### src/rtl/fetch_buffer.sv
// rtl/fetch_buffer.sv - elastic PC/instruction queue between fetch and read stages
module fetch_buffer #(
    parameter int DEPTH = 4
) (
    input  logic                     clk,
    input  logic                     rst_n,
    input  logic [31:0]              PC_in,
    input  logic [31:0]              IR_in,
    input  logic                     v_in,
    output logic                     r_out,
    output logic [31:0]              PC_out,
    output logic [31:0]              IR_out,
    output logic                     v_out,
    input  logic                     r_in,
    input  logic                     flush,
    input  logic                     s_fb,
    output logic [$clog2(DEPTH):0]   level
);
    localparam int AW = $clog2(DEPTH);
    localparam int CW = AW + 1;
    localparam logic [CW-1:0] FULL_CNT = CW'(DEPTH);
    localparam logic [31:0]   NOP      = 32'h0000_0013;

    logic [63:0]   mem [DEPTH];
    logic [AW-1:0] wp;
    logic [AW-1:0] rp;
    logic [CW-1:0] cnt;
    logic          empty;
    logic          push;
    logic          pop;

    assign empty  = (cnt == '0);
    assign r_out  = (cnt < FULL_CNT);
    assign v_out  = !empty && !s_fb && !flush;
    // A flush cycle accepts nothing: the offered pair is on the wrong path.
    assign push   = v_in && r_out && !flush;
    assign pop    = v_out && r_in;
    assign PC_out = empty ? 32'h0 : mem[rp][63:32];
    assign IR_out = empty ? NOP   : mem[rp][31:0];
    assign level  = cnt;

    always_ff @(posedge clk) begin
        if (!rst_n || flush) begin
            wp  <= '0;
            rp  <= '0;
            cnt <= '0;
        end else begin
            if (push) wp <= wp + 1'b1;
            if (pop)  rp <= rp + 1'b1;
            if (push && !pop)
                cnt <= cnt + 1'b1;
            else if (pop && !push)
                cnt <= cnt - 1'b1;
        end
    end

    // Storage carries no reset; cnt alone decides which slots are live.
    always_ff @(posedge clk) begin
        if (rst_n && push)
            mem[wp] <= {PC_in, IR_in};
    end
endmodule

### config.mk
export PLATFORM = sky130hd
export DESIGN_NAME = fetch_buffer
export DESIGN_NICKNAME = d
export VERILOG_FILES = /design/src/rtl/fetch_buffer.sv
export SDC_FILE = /design/constraint.sdc
export NUM_CORES = 1
export LEC_CHECK = 0
export CAP_MARGIN = 20
export CORE_MARGIN = 2
export CORE_UTILIZATION = 54
export CTS_CLUSTER_SIZE = 12
export DETAILED_ROUTE_END_ITERATION = 6
export PLACE_DENSITY = 0.77
export SETUP_SLACK_MARGIN = 0.02
export SLEW_MARGIN = 0
export SYNTH_ARGS = -nofsm -noshare
export SYNTH_HDL_FRONTEND = slang
export SYNTH_SLANG_ARGS = --single-unit
### constraint.sdc
create_clock -name clk -period 3.85 [get_ports clk]
set_input_delay 0.77 -clock clk [delete_from_list [all_inputs] [get_ports clk]]
set_output_delay 0.77 -clock clk [all_outputs]
set_load 0.05 [all_outputs]
Word level (Yosys, flattened, before mapping)
Memories as Yosys holds them, arrays and structs flattened. A register that Yosys moved wholly into a read port is not among the register bits.
Cells that the tools add are included.
Widths: inputs -> output; s select.
{"block": "classes", "n_addsub": 4, "order_cmp": 1, "n_reduce_logical": 17, "n_mux": 8}
{"cell": "$mux 32", "n": 2}
{"cell": "$logic_and 1x1->1", "n": 8}
{"cell": "$logic_not 1->1", "n": 6}
{"cell": "$mux 3", "n": 2}
{"cell": "$add 2x1->2 const B", "n": 2}
{"cell": "$mux 2", "n": 2}
{"cell": "$add 3x1->3 const B", "n": 1}
{"cell": "$logic_not 3->1", "n": 1}
{"cell": "$lt 3x3->1 const B", "n": 1}
{"cell": "$sub 3x1->3 const B", "n": 1}
{"cell": "$mux 1", "n": 2}
{"cell": "$reduce_bool 2->1", "n": 1}
{"cell": "$logic_or 1x1->1", "n": 1}
{"block": "totals", "wordCells": 34, "input_bits": 70, "regBits": 7, "mem_count": 1, "ramBits": 256, "out_inout_bits": 69}
{"memory": "mem", "words": 4, "width": 64, "rd": 1, "rd_ports_with_merged_regs": 1, "write_ports": 1, "line": "24", "text": "logic [63:0] mem [DEPTH];"}

Logic depth before layout (Yosys ltp)
Gate-level depths: netlist of run 1.
{"block": "depth", "ltp_word": 8, "mapped_depth": 9, "mapped_depth_nobuf": 8}

Worst setup path before layout of run 1
Ideal clock, no wire load.
{"block": "synth_timing", "path_kind": "input to register", "from": "in flush", "to": "mem mem[1][0], enable pin", "setup_slack_ns": 0.508, "cell_stages": 4, "setup_ns": 0.429, "required_time_ns": 3.421, "t_arrival_ns": 2.914, "path_buffers": 1, "path_cell_list": "nand2b_1 clkbuf_1 nor3b_1 and2_1"}
{"block": "synth_via", "elab_chain_len": 5}
{"element": "start, declared", "line": "15", "text": "input logic flush,"}
{"element": "$logic_not 1->1", "line": "36", "text": "assign push = v_in && r_out && !flush;"}
{"element": "$logic_and 1x1->1", "line": "36"}
{"element": "$logic_and 1x1->1", "line": "59", "text": "if (rst_n && push)"}
{"element": "$mux 1", "line": "59"}
{"element": "$mux 1 (implied by the code)", "line": "60", "text": "mem[wp] <= {PC_in, IR_in};"}
{"element": "end, declared", "line": "24"}
No other way between the ends.

==> results of run 1 <==
[final timing paths]
kind                                       startpoint                     to  slack (ns)  cells past startpoint
worst min register to register     rp[1]$_SDFFE_PP0P_                   flop        0.53                      2
worst max register to register  level[0]$_SDFFE_PP0P_  level[2]$_SDFFE_PP0P_        1.38                      9
worst max-delay path                             flop             PC_out[20]        0.31                      4
worst min-delay path               rp[1]$_SDFFE_PP0P_                   flop        0.53                      2
[power breakdown]
group          internal [W]  total, W  switching (W)  leakage, nW
logic              0.000197  0.000489       0.000292         1.20
clock network       0.00142   0.00241       0.000983        0.397
registers           0.00319   0.00320      0.0000105         2.39
[placed cells by master, fill, tap and decap left out, drive strengths merged]
cell and instances:
or3 4, a21oi 4, xor2 2, ha 5
nor2 4, dfxtp 9, mux2i 2, fa 1
and2b 6, and2 4, nor3b 2, nor3 2
inv 5, bufinv 1, o21ai 3, buf 13
nand2b 2, xnor2 1, mux4 64, clkdlybuf4s50 138
clkbuf 37, clkinv 8, edfxtp 256, nor2b 55
nand3b 1, or2 3
[per-stage QoR]
stage | total power (W) | cells
after floorplan | 0.00353 | 456
after global placement | 0.00374 | 819
after detailed placement | 0.00375 | 819
after CTS | 0.00616 | 865
after global routing | 0.00629 | 866
final | 0.00610 | 866
[cell type report]
cell class,count,area [um^2]
Tap cell,234,293
Sequential cell,265,7880
Clock inverter,10,68.8
Fill cell,1156,5800
Multi-Input combinational cell,165,2140
Timing Repair Buffer,152,1630
Clock buffer,36,752
Inverter,4,15.0
[sequential cells by signal, summed over array words and instances (netlist names), named ones only]
signal  count
wp          2
rp          2
level       3
mem       256
[logic make-up after synthesis]
kind of cell	Yosys count	share of synthesized area, %
flops	265	77.4
simple gates	83	5.21
mux	66	14.4
buf+inv	26	1.60
compound gates	7	0.345
fa+ha+maj	6	0.812
xor+xnor	3	0.259
[metal layers]
metal | track usage [%] | part of all wire [%]
met1 | 25.5 | 41
met2 | 33.3 | 52
met3 | 4.01 | 6.2
met4 | 3.89 | 1.6
met5 | 0 | 0
[worst reg2reg max path: cells and delay by family, from the launching register on]
family / cells / cell delay (ns)
flops: 1 / 0.38
buf+inv: 2 / 0.43
fa+ha+maj: 2 / 0.56
compound gates: 1 / 0.15
xor+xnor: 1 / 0.17
simple gates: 3 / 0.71
[timing repair]
action / CTS / global route
endpoints found under the hold margin: 0 / 0
buffers inserted: 0 / 1
endpoints found under the setup margin: 0 / 12
resized for setup: 0 / 0
==> flow_metrics.env, run 1 <==
export IMPL_critPathSlowestCell="clkdlybuf4s50_1"
export IMPL_grt_pass1_wl_mm=29.2
export IMPL_grt_pass1_vias=5273
export IMPL_rows=50
export IMPL_place_hpwl_mm=11.1
export IMPL_final_util_pct=68.8
export IMPL_initial_core_util_pct=54.7
export IMPL_rsz0062_at_grt="no"
export IMPL_max_freq_mhz=282
export IMPL_cts_buffers_inserted=28
export IMPL_die_w_um=141
export IMPL_setup_ws_ns=0.305
export IMPL_path_buf_inv=2
export IMPL_hold_class="flop to flop"
export IMPL_status="complete, no violations"
export IMPL_async_flop_share_pct=0
export IMPL_cts_hold_buffers=0
export IMPL_min_period_ns=3.54
export IMPL_yosys_top_cells_area="edfxtp_1 (76%), mux4_2 (14%), nor2b_1 (3.4%)"
export IMPL_yosysMostFrequentCell="edfxtp_1"
export IMPL_gp_congestion=0.747
export IMPL_p_leak_nw=3.98
export IMPL_cts_root_buf="clkbuf_16"
export IMPL_synth_cell_type_count=27
export IMPL_synthFlopType="edfxtp_1"
export IMPL_cp_top_family="buffers and inverters"
export IMPL_cpPeakStageDelay_ns=0.74
export IMPL_dieArea_um2=19900
export IMPL_pre_cts_slack_ns=0.647
export IMPL_clk_latency_ns=0.52
export IMPL_crit_required_ns=3.08
export IMPL_clkTransAtPathRegs_ns=0.05
export IMPL_skew_ns=0.00828
export IMPL_firstDrtPassIters=4
export IMPL_syn_inst=456
export IMPL_wirelength_mm=18.9
export IMPL_startpoint_type="flop"
export IMPL_grt_total_usage_pct=19.2
export IMPL_fin_tns_setup_ns=0
export IMPL_grt_overflow_total=0
export IMPL_ys_warn_count=0
export IMPL_holdWs_ns=0.533
export IMPL_worstSetupEndpointType="output port"
export IMPL_drt_iter0_markers=244
export IMPL_slew_viol_final=0
export IMPL_worst_endpoint_arrival_ns=2.77
export IMPL_grt_max_degree=43
export IMPL_path_max_fanout=26
export IMPL_setup_viol=0
export IMPL_cap_violations=0
export IMPL_n_antenna_cell=0
export IMPL_p_per_area_nw_per_um2=477
export IMPL_synth_edf_count=256
export IMPL_path_cells="buf_12 > mux4_2 > nor2b_1 > clkdlybuf4s50_1"
export IMPL_port_buffers=138
export IMPL_drc=0
export IMPL_worst_pin_slew_ns=0.609
export IMPL_synth_top_cell_area_share_pct=75.6
export IMPL_ys_ff_latch=265
export IMPL_ant_nets=0
export IMPL_hold_viol_final=0
export IMPL_yosysTopAreaCell="edfxtp_1"
export IMPL_htreeDepth=1
export IMPL_via_per_inst=5.68
export IMPL_synth_seq_area_share_pct=77.4
export IMPL_drive_gt1_share_pct=18.4
export IMPL_cts_buffer_depth=3
export IMPL_cts_tree="done"
export IMPL_syn_area_per_cell_um2=22.3
export IMPL_finish_instance_area_um2=12800
export IMPL_fin_nets=692
export IMPL_peakVddDrop_mv=0.381
export IMPL_area_delta_synth_final_pct=25.7
export IMPL_max_slew_margin_pct=59.3
export IMPL_vias=4919
export IMPL_synth_nets=532
export IMPL_antenna_found_initial=1
export IMPL_detail_route_wl_per_cell_um=21.8
export IMPL_postPlaceCellArea_um2=11900
export IMPL_core_area_um2=18600
export IMPL_fp_dieH_um=141
export IMPL_synth_common_cells="edfxtp_1 (256), mux4_2 (64), nor2b_1 (55), dfxtp_1 (9)"
export IMPL_timing_final_crit_share_pct=92.1
export IMPL_crit_type="flop to output port"
export IMPL_ios=139
export IMPL_clock_sinks=265
export IMPL_synth_area_um2=10200
(Power assumes the default switching activity.)
==> run 2, diff against run 1 <==
HOLD_SLACK_MARGIN = 0.05   (was default)
SKIP_LAST_GASP = 1   (was default)
==> results of run 2 <==
No change in the layout: final DEF, timing and power equal those of run 1.
